===== src/rtl/uart_tx.sv =====
`default_nettype none
// ============================================================================
// Module   : uart_tx
// Purpose  : UART serial transmitter. Accepts a byte over valid/ready,
//            requests the line from flow control (active-low RTS/CTS),
//            then sends start, 8 data bits LSB-first, optional parity and
//            1 or 2 stop bits, each bit lasting baud_div+1 clock cycles.
// Options  : UART_TX_PARITY_EN adds parity_odd_i and a PARITY bit period.
// Revision : 1.0 - initial release
// ============================================================================
module uart_tx #(
  parameter int DIV_W = 16
) (
  input  logic             tck,
  input  logic             rst_n,
  input  logic [DIV_W-1:0] baud_div_i,
  input  logic             stop2_i,
  input  logic [7:0]       data_i,
  input  logic             valid_i,
  output logic             ready_o,
  output logic             tx_rts_n_o,
  input  logic             tx_cts_n_i,
  input  logic             tx_enable_i,
`ifdef UART_TX_PARITY_EN
  input  logic             parity_odd_i,
`endif
  output logic             tx_o,
  output logic             busy_o
);

  localparam logic [2:0] c_ST_IDLE   = 3'd0;
  localparam logic [2:0] c_ST_REQ    = 3'd1;
  localparam logic [2:0] c_ST_START  = 3'd2;
  localparam logic [2:0] c_ST_DATA   = 3'd3;
  localparam logic [2:0] c_ST_PARITY = 3'd4;
  localparam logic [2:0] c_ST_STOP   = 3'd5;
  localparam logic [2:0] c_ST_DONE   = 3'd6;

  logic [2:0]       r_state;
  logic [2:0]       w_state_nxt;
  logic [7:0]       r_data;
  logic [DIV_W-1:0] r_div;
  logic             r_stop2;
  logic [DIV_W-1:0] r_timer;
  logic [2:0]       r_bit_cnt;
  logic             r_stop_cnt;
  logic             w_bit_end;
  logic             w_par_bit;

  // Current bit period expires when the down-counter reaches zero.
  assign w_bit_end = (r_timer == '0);

`ifdef UART_TX_PARITY_EN
  logic r_par_odd;
  // Even parity is the XOR of the data bits; odd parity inverts it.
  assign w_par_bit = (^r_data) ^ r_par_odd;
`else
  assign w_par_bit = 1'b1;
`endif

  // State register; reset drops any partial frame and returns to IDLE.
  always_ff @(posedge tck or negedge rst_n) begin
    if (!rst_n) r_state <= c_ST_IDLE;
    else        r_state <= w_state_nxt;
  end

  // Next-state decode; flow-control inputs matter only while in REQ.
  always_comb begin
    w_state_nxt = r_state;
    case (r_state)
      c_ST_IDLE:   if (valid_i) w_state_nxt = c_ST_REQ;
      c_ST_REQ:    if (!tx_cts_n_i && tx_enable_i) w_state_nxt = c_ST_START;
      c_ST_START:  if (w_bit_end) w_state_nxt = c_ST_DATA;
      c_ST_DATA: begin
        if (w_bit_end && (r_bit_cnt == 3'd7)) begin
`ifdef UART_TX_PARITY_EN
          w_state_nxt = c_ST_PARITY;
`else
          w_state_nxt = c_ST_STOP;
`endif
        end
      end
      c_ST_PARITY: if (w_bit_end) w_state_nxt = c_ST_STOP;
      c_ST_STOP:   if (w_bit_end && (!r_stop2 || r_stop_cnt)) w_state_nxt = c_ST_DONE;
      c_ST_DONE:   w_state_nxt = c_ST_IDLE;
      default:     w_state_nxt = c_ST_IDLE;
    endcase
  end

  // Frame datapath: capture at accept, bit timer and bit/stop counters.
  always_ff @(posedge tck or negedge rst_n) begin
    if (!rst_n) begin
      r_data     <= '0;
      r_div      <= '0;
      r_stop2    <= 1'b0;
      r_timer    <= '0;
      r_bit_cnt  <= '0;
      r_stop_cnt <= 1'b0;
`ifdef UART_TX_PARITY_EN
      r_par_odd  <= 1'b0;
`endif
    end else begin
      case (r_state)
        c_ST_IDLE: begin
          if (valid_i) begin
            r_data     <= data_i;
            r_div      <= baud_div_i;
            r_stop2    <= stop2_i;
            r_bit_cnt  <= '0;
            r_stop_cnt <= 1'b0;
`ifdef UART_TX_PARITY_EN
            r_par_odd  <= parity_odd_i;
`endif
          end
        end
        // Keep the timer primed so the start bit gets a full period.
        c_ST_REQ: r_timer <= r_div;
        c_ST_START, c_ST_DATA, c_ST_PARITY, c_ST_STOP: begin
          if (w_bit_end) begin
            r_timer <= r_div;
            if (r_state == c_ST_DATA) r_bit_cnt  <= r_bit_cnt + 3'd1;
            if (r_state == c_ST_STOP) r_stop_cnt <= 1'b1;
          end else begin
            r_timer <= r_timer - DIV_W'(1);
          end
        end
        default: ;
      endcase
    end
  end

  // Outputs decoded purely from registered state.
  always_comb begin
    ready_o    = 1'b0;
    tx_rts_n_o = 1'b1;
    tx_o       = 1'b1;
    busy_o     = 1'b1;
    case (r_state)
      c_ST_IDLE: begin
        ready_o = 1'b1;
        busy_o  = 1'b0;
      end
      c_ST_REQ:    tx_rts_n_o = 1'b0;
      c_ST_START: begin
        tx_rts_n_o = 1'b0;
        tx_o       = 1'b0;
      end
      c_ST_DATA: begin
        tx_rts_n_o = 1'b0;
        tx_o       = r_data[r_bit_cnt];
      end
      c_ST_PARITY: begin
        tx_rts_n_o = 1'b0;
        tx_o       = w_par_bit;
      end
      c_ST_STOP:   tx_rts_n_o = 1'b0;
      default: ;
    endcase
  end

endmodule
`default_nettype wire


===== config.mk =====
export PLATFORM = sky130hd
export DESIGN_NAME = uart_tx
export DESIGN_NICKNAME = d
export VERILOG_FILES = /design/src/rtl/uart_tx.sv
export SDC_FILE = /design/constraint.sdc
export NUM_CORES = 1
export LEC_CHECK = 0
export CAP_MARGIN = 20
export CORE_MARGIN = 8
export CORE_UTILIZATION = 59
export DETAILED_ROUTE_END_ITERATION = 16
export PLACE_DENSITY = 0.83
export SETUP_SLACK_MARGIN = 0.02
export SKIP_CTS_REPAIR_TIMING = 1
export SYNTH_ARGS = -nofsm -noshare
export SYNTH_HDL_FRONTEND = slang
export SYNTH_SLANG_ARGS = --single-unit

===== constraint.sdc =====
create_clock -name tck -period 3.7 [get_ports tck]
set_input_delay 0.925 -clock tck [delete_from_list [all_inputs] [get_ports tck]]
set_output_delay 0.925 -clock tck [all_outputs]
set_load 0.1 [all_outputs]

**Yosys cells after proc, flatten, opt, wreduce, memory -nomap -nowiden**

Cells that the tools add are included.
Widths: inputs -> output; s select.

- $add $sub $neg: 2
- $lt $le $gt $ge: 1
- Equality and inequality tests: 15
- Muxes and demuxes: 23
- Reduce and logical (&&, ||, !) cells: 16

Operators by type and width:

| kind | number |
|---|---|
| $pmux 16 s2 | 1 |
| $mux 3 | 9 |
| $ne 2x2->1 const B | 9 |
| $pmux 3 s6 | 1 |
| $logic_not 16->1 | 1 |
| $mux 16 | 1 |
| $sub 16x1->16 const B | 1 |
| $eq 3x3->1 const B | 3 |
| $reduce_and 4->1 | 2 |
| $mux 1 | 7 |
| $eq 3x2->1 const B | 2 |
| $pmux 3 s2 | 1 |
| $reduce_and 6->1 | 1 |
| $reduce_or 5->1 | 1 |
| $lt 3x4->1 const B | 1 |
| $pmux 1 s2 | 2 |
| $reduce_bool 2->1 | 2 |
| $reduce_or 4->1 | 1 |
| $add 3x1->3 const B | 1 |
| $bmux 1 s3 | 1 |
| $eq 3x1->1 const B | 1 |
| $logic_and 1x1->1 | 3 |
| $logic_not 3->1 | 1 |
| $logic_not 1->1 | 2 |
| other kinds (2) | 2 |

- Register bits after elaboration: 48
- Input bits: 30
- Output and inout bits: 4
- Logic and storage cells: 64

**Depth between registers and ports, before layout**

Gate-level depths: netlist of run 1.

- Depth after elaboration: 5
- Depth in mapped cells: 8
- Depth with buffers taken out: 7

**Worst setup path after synthesis of run 1**

No wires, ideal clock.

- Path kind: reg-to-output
- Start point: register r_bit_cnt[0]
- End point: output tx_o
- Data arrival time: 2,923 ps
- Data required time: 2,775 ps
- Setup slack: -148 ps
- Stages on the path, launching flop included: 4
- Path buffers: 0
- Path through: dfrtp_1 mux4_2 mux2i_1 o21ai_0

- Longest elaborated chain between the ends: 3

RTL lines:

| what | line | RTL |
|---|---|---|
| from (decl) | 45 | `logic [2:0] r_bit_cnt;` |
| from (signal assigned) | 121 | `if (r_state == c_ST_DATA) r_bit_cnt <= r_bit_cnt + 3'd1;` |
| $bmux 1 s3 | 150 | `tx_o = r_data[r_bit_cnt];` |
| $mux 1 (not written as such) | 150 |  |
| $pmux 1 s2 | 138 | `case (r_state)` |
| to (decl) | 27 | `output logic tx_o,` |

Every way passes these cells. The select of a mux whose other input is x is not followed.

**Final worst setup path of run 1**

Same ends and word-level chain as after synthesis.

==> impl_results.md, run 1 <==
* Fin Clk Skew at around 0.0038 ns
* Final number of setup-violating endpoints at 0
* CP max stage delay at approximately 0.54 ns
* Die area at just under 0.007 mm^2
* CTS tree: done
* N_diodes at 0
* Setup TNS at 0 ns
* Place WS at between 0.9 and 1 ns
* IO Count at 34
* ANT nets after route at 0
* Setup ws final at roughly 0.94 ns
* Die Width at between 80 and 90 um
* Crit start category: flip-flop
* Netlist cell types at 52
* Cell area power density at 891.3 mW/mm^2
* Post-Route WL at 5664 um
* CTS Buffer Depth at 2
* TritonCTS Buffers at 5
* Switching pwr at between 1 and 1.5 mW
* Sequential area share after synthesis at 0.4649
* Max-cap violations at 0
* Fill count at 318
* RSZ-0062 raised after global routing: no
* Final Max Tran Viols at 0
* Initial antenna violation count at 0
* Area share of the largest cell type after synthesis at 0.4649
* Area Growth Syn to Fin at 17.92%
* DR pass1 iterations at 4
* Period utilization at 0.7464
* Die Ht at slightly above 80 um
* Clk slew on worst S/H paths at ~0.080 ns
* Internal power at 1.494 mW
* Port bufs at 33
* RePlAce Congestion at between 0.8 and 0.9
* Vias per std cell at roughly 6.1
* Util after Layout at 0.7095
* Slew margin rel. at 0.5500
* Yosys warns at 0
* Worst setup path class: reg -> out
* Outcome: complete, no violations
* DP HPWL at ~4100 um
* Slew @ Worst Pin at between 0.6 and 0.7 ns
* Number of synthesized flops with an enable pin at 0
* Critical path's slowest cell: mux4_2
* WP data required at between 2 and 3 ns
* Synth Register Bits at 48
* R2r setup slk at around 1.3 ns
* Post-route cell area at between 0.003 and 0.004 mm^2
* Final Hold Fails at 0
* Vias at 1,997
* R2r startpoint: r_timer[0]
* Share of layout cells above drive strength 1 at 0.2044
* Clock share of power at 0.138
* Max IR drop VDD at approximately 0.4 mV
* DRC at 0
* Dpl cell area at slightly below 0.003 mm^2
* Largest net degree at the start of global routing at a little under 50
* Leakage at 1.286 nW
* Most frequent cells after synthesis: dfrtp_1 (48), mux2_2 (25), nand2_1 (19)
* Top-count cell post-synth: dfrtp_1
* Avg WL per Cell at about 17 um
* 1st-iter DRT viols at 150
* Sw frac at 0.4500
* Final min period at 2.762 ns
* R2r endpoint: r_timer[8]
* Core Area at roughly 0.0043 mm^2
* Number of global-route vias before repair at between 2,000 and 2,500
* HP Class: in -> async
* # rows at 24
* Comb pwr share at 0.490
* Crit path DAT at around 1.8 ns
* Clk sinks at between 40 and 50
* Fmax at around 360 MHz
* Starting density of the core at 0.6017
* Root Buffer: clkbuf_8
* First-pass GRT wire length at 9466 um
* CP endpoint kind: output pin
* Worst Path Max Fanout at 4
* Leading area contributor after synthesis: dfrtp_1
* CTS H-Tree Depth at 2
* R2R depth at 7
* Top FF cell, synth: dfrtp_1
* Worst-path cell chain: mux4_2, mux2i_1, o21ai_1, buf_4
* Grt total ovfl at 0
* Asr flop ratio synth at 1.000
* Synthesized Nets at about 270
* GRT Total Usage at 0.1818
* Post-Syn Area per Cell at 10.81 um^2
* Cells after synthesis at 239
* Synth area leaders: dfrtp_1 (46%), mux2_2 (11%), o21ai_0 (3.3%)
* Worst-Skew Late Latency at 0.30 ns
* Flop pwr share at 0.372
* WHS at 0.4376 ns
* Area of the mapped netlist at 0.002584 mm^2
* Number of nets in the layout at 308
==> state kept, by name, summed over array words and instances, names as in the netlist <==
register and cells:
r_stop_cnt 1, r_data 8, r_timer 16, r_stop2 1
r_bit_cnt 3, r_state 3, r_div 16
==> cell type report <==
| class | count | area (um^2) | area share |
|---|---|---|---|
| repair buffers | 38 | 365.4 | 0.1199 |
| clock buffers | 6 | 72.57 | 0.02382 |
| clock inverters | 2 | 35.03 | 0.01150 |
| inverters | 13 | 48.80 | 0.01602 |
| flip-flops and latches | 48 | 1201 | 0.3943 |
| well taps | 52 | 65.06 | 0.02136 |
| multi-input cells | 167 | 1259 | 0.4131 |
==> worst max path at each step <==
stage | from | to
global route | r_bit_cnt[0] | tx_o
floorplan | r_state[1] | r_data[7]
detailed placement | valid_i | r_div[4]
CTS | r_bit_cnt[0] | tx_o
finish | r_bit_cnt[0] | tx_o
global placement | valid_i | r_div[8]
==> cells by family after synthesis <==
kind of cell,count (synthesis),synth area share
buf+inv,24,0.04794
xor+xnor,1,0.003390
fa+ha+maj,5,0.02421
simple gates,79,0.1869
flops,48,0.4649
mux,29,0.1361
compound gates,53,0.1366
==> metal layers <==
layer / wire length (um) / up-vias / track usage / part of all wire
met5: 0 / - / 0 / 0
met4: 88 / 0 / 0.07544 / 0.016
met3: 261 / 7 / 0.04329 / 0.046
met2: 2753 / 48 / 0.2873 / 0.49
met1: 2560 / 986 / 0.2350 / 0.45
li1: - / 956 / - / -
==> power groups by stage <==
stage	registers [mW]	logic, mW	clock network [mW]
floorplan	0.918	1.11	0
global placement	1.01	1.28	0
detailed placement	1.01	1.32	0
CTS	1.01	1.32	0.379
global route	1.04	1.45	0.401
finish	1.01	1.33	0.375
==> cell usage in the layout, fill, tap and decap left out, drive strengths merged, types with 6 or more instances in the layout <==
cell type and count:
nand3 10, buf 10, nor4 6, nor3 6, mux2 26, dfrtp 48, inv 13, nand4 6
clkbuf 6, nand2 19, clkdlybuf4s50 28, o21ai 19, nor2 14
==> critical path, delay by kind of cell (launching register included) <==
kind	cells	cell delay, ns
flops	1	0.46
mux	2	0.74
buf+inv	1	0.25
compound gates	1	0.08
==> through the flow <==
stage | total power, mW | instances
final | 2.715 | 326
after floorplan | 2.033 | 239
after global placement | 2.283 | 317
after CTS | 2.706 | 325
after global routing | 2.898 | 326
after detailed placement | 2.330 | 317
No activity file was read; power rests on OpenSTA's default activity.
==> run 2, diff against run 1 <==
--- a/config.mk
+++ b/config.mk
@@ -7,9 +7,9 @@
 export LEC_CHECK = 0
 export CAP_MARGIN = 20
 export CORE_MARGIN = 8
-export CORE_UTILIZATION = 59
+export CORE_UTILIZATION = 50
 export DETAILED_ROUTE_END_ITERATION = 16
-export PLACE_DENSITY = 0.83
+export PLACE_DENSITY = 0.74
 export SETUP_SLACK_MARGIN = 0.02
 export SKIP_CTS_REPAIR_TIMING = 1
 export SYNTH_ARGS = -nofsm -noshare
==> constraint.sdc (replaced) <==
create_clock -name tck -period 2.46 [get_ports tck]
set_input_delay 0.615 -clock tck [delete_from_list [all_inputs] [get_ports tck]]
set_output_delay 0.615 -clock tck [all_outputs]
set_load 0.1 [all_outputs]
==> impl_results.md, run 2 (synthesized netlist as in run 1, its figures left out) <==
* Die Width at 87.89 um (+6.9%)
* Final min period at 2.352 ns
* Fin Clk Skew at 0.01117 ns (+0.007355 ns)
* Initial antenna violation count at 0 (unchanged)
* Slew @ Worst Pin at 0.8530 ns (+0.1874 ns)
* N_diodes at 0 (unchanged)
* Crit start category: flip-flop
* Cell area power density at 1373 mW/mm^2 (+54%)
* DP HPWL at 4174 um (+2.9%)
* Number of global-route vias before repair at 2,100 (+4.9%)
* Fmax at 425.2 MHz
* CTS H-Tree Depth at 2 (unchanged)
* Outcome: complete, no violations
* CP endpoint kind: output pin
* Clk slew on worst S/H paths at 0.09 ns (about the same)
* R2r startpoint: r_timer[0]
* RSZ-0062 raised after global routing: no
* Final Max Tran Viols at 0 (unchanged)
* Avg WL per Cell at 16.58 um (-4.6%)
* Setup ws final at 0.1084 ns (-0.8300 ns)
* RePlAce Congestion at 0.9141 (+5.3%)
* Vias at 2,015 (+0.90%)
* Leakage at 1.337 nW (+3.9%)
* Final Power at 4.380 mW (+61%)
* Area Growth Syn to Fin at 23.44%
* Max-cap violations at 0 (unchanged)
* Crit path DAT at 1.74 ns (-0.10 ns)
* R2r endpoint: r_timer[3]
* Core Area at 0.005042 mm^2 (+17%)
* Root Buffer: clkbuf_8
* WP data required at 1.85 ns (-0.92 ns)
* CTS Buffer Depth at 2 (unchanged)
* Top Registers: r_div x16, r_timer x16, r_data x8
* Worst Setup SP: r_bit_cnt[0]
* Post-route insts no fill at 350 (+7.4%)
* Worst Setup EP: tx_o
* R2R depth at 7 (unchanged)
* Commonest non-fill, non-tap cell in the layout: dfrtp_1
* GRT Total Usage at 0.1642 (-0.01767)
* HP Class: in -> async
* Dpl cell area at 0.003062 mm^2 (+4.9%)
* Most frequent cells in the layout: dfrtp_1 (47), clkdlybuf4s50_1 (28), mux2_2 (25), nand2_1 (18), o21ai_0 (16)
* Starting density of the core at 0.5124 (-0.08928)
* IO Count at 34 (unchanged)
* CTS tree: done
* TritonCTS Buffers at 5 (unchanged)
* First-pass GRT wire length at 9915 um (+4.7%)
* Post-Route WL at 5802 um (+2.4%)
* Post-route cell area at 0.003189 mm^2 (+4.7%)
* Grt total ovfl at 0 (unchanged)
* Number of nets in the layout at 314 (+1.9%)
* Clk sinks at 48 (unchanged)
* Place WS at 0.2072 ns (-0.7319 ns)
* Worst-Skew Late Latency at 0.31 ns (about the same)
* Final number of setup-violating endpoints at 0 (unchanged)
* Worst setup path class: reg -> out
* Vias per std cell at 5.757 (-6.0%)
* Dpl cells at 342 (+7.9%)
* Die area at 0.007724 mm^2 (+14%)
* Port bufs at 33 (unchanged)
* ANT nets after route at 0 (unchanged)
* Share of layout cells above drive strength 1 at 0.2429 (+0.03848)
* Worst Path Max Fanout at 4 (unchanged)
* Slew margin rel. at 0.4313 (-0.1187)
* Final Hold Fails at 0 (unchanged)
* DRC at 0 (unchanged)
* Max IR drop VDD at 0.6155 mV (+53%)
* Largest net degree at the start of global routing at 39 (-20%)
* # rows at 26 (+8.3%)
* 1st-iter DRT viols at 166 (+11%)
* Period utilization at 0.9559
* DR pass1 iterations at 4 (unchanged)
* Setup TNS at 0 ns (unchanged)
* Die Ht at 87.89 um (+6.9%)
* R2r setup slk at 0.28 ns (-1.04 ns)
[run 2: cell types whose count changed in the layout (fill, tap and decap cells not counted), sizes merged]
| cell | delta |
|---|---|
| buf | +6 |
| clkbuf | +1 |
| clkinv | -1 |
| clkinvlp | +1 |
| inv | -1 |
[run 2: worst min-delay path by stage]
stage / to / slack [ns] / start / depth (start not counted)
final: r_data[2] / 0.42 / rst_n / 1
after global routing: r_data[2] / 0.47 / rst_n / 1
after CTS: r_data[2] / 0.44 / rst_n / 1
after detailed placement: r_timer[12] / 0.48 / r_div[12] / 2
after global placement: r_timer[12] / 0.46 / r_div[12] / 2
after floorplan: r_bit_cnt[0] / 0.32 / rst_n / 0
[run 2: power breakdown]
| part | switching (mW) | leakage (nW) | internal [mW] |
|---|---|---|---|
| Combinational | 1.30 | 0.698 | 0.955 |
| Clock | 0.265 | 0.0645 | 0.359 |
| Sequential | 0.344 | 0.575 | 1.16 |
| Total | 1.91 | 1.34 | 2.47 |
[run 2: cell type report]
| cell class | count | area, um^2 |
|---|---|---|
| inverters | 13 | 52.55 |
| well taps | 70 | 87.58 |
| flip-flops and latches | 48 | 1202 |
| fillers | 414 | 1853 |
| repair buffers | 44 | 447.9 |
| clock inverters | 1 | 30.03 |
| multi-input cells | 167 | 1272 |
| clock buffers | 7 | 96.34 |
[run 2: layer usage]
metal	share of wire	GRT usage
met1	0.46	0.2120
met2	0.48	0.2606
met5	0	0
met3	0.043	0.03940
met4	0.015	0.05781
[run 2: per-stage QoR]
step           utilization  hold slack, ns
3_3_place_gp        0.6072          0.4625
3_5_place_dp        0.6072          0.4790
5_1_grt             0.6325          0.4689
2_1_floorplan            -          0.3194
4_1_cts             0.6323          0.4369
6_report            0.6325          0.4161
[run 2: worst max-delay path: stages, from the launching register on]
cell,delay [ns]
dfrtp_2,0.43
mux4_2,0.51
mux2i_1,0.21
o21ai_2,0.10
buf_12,0.19
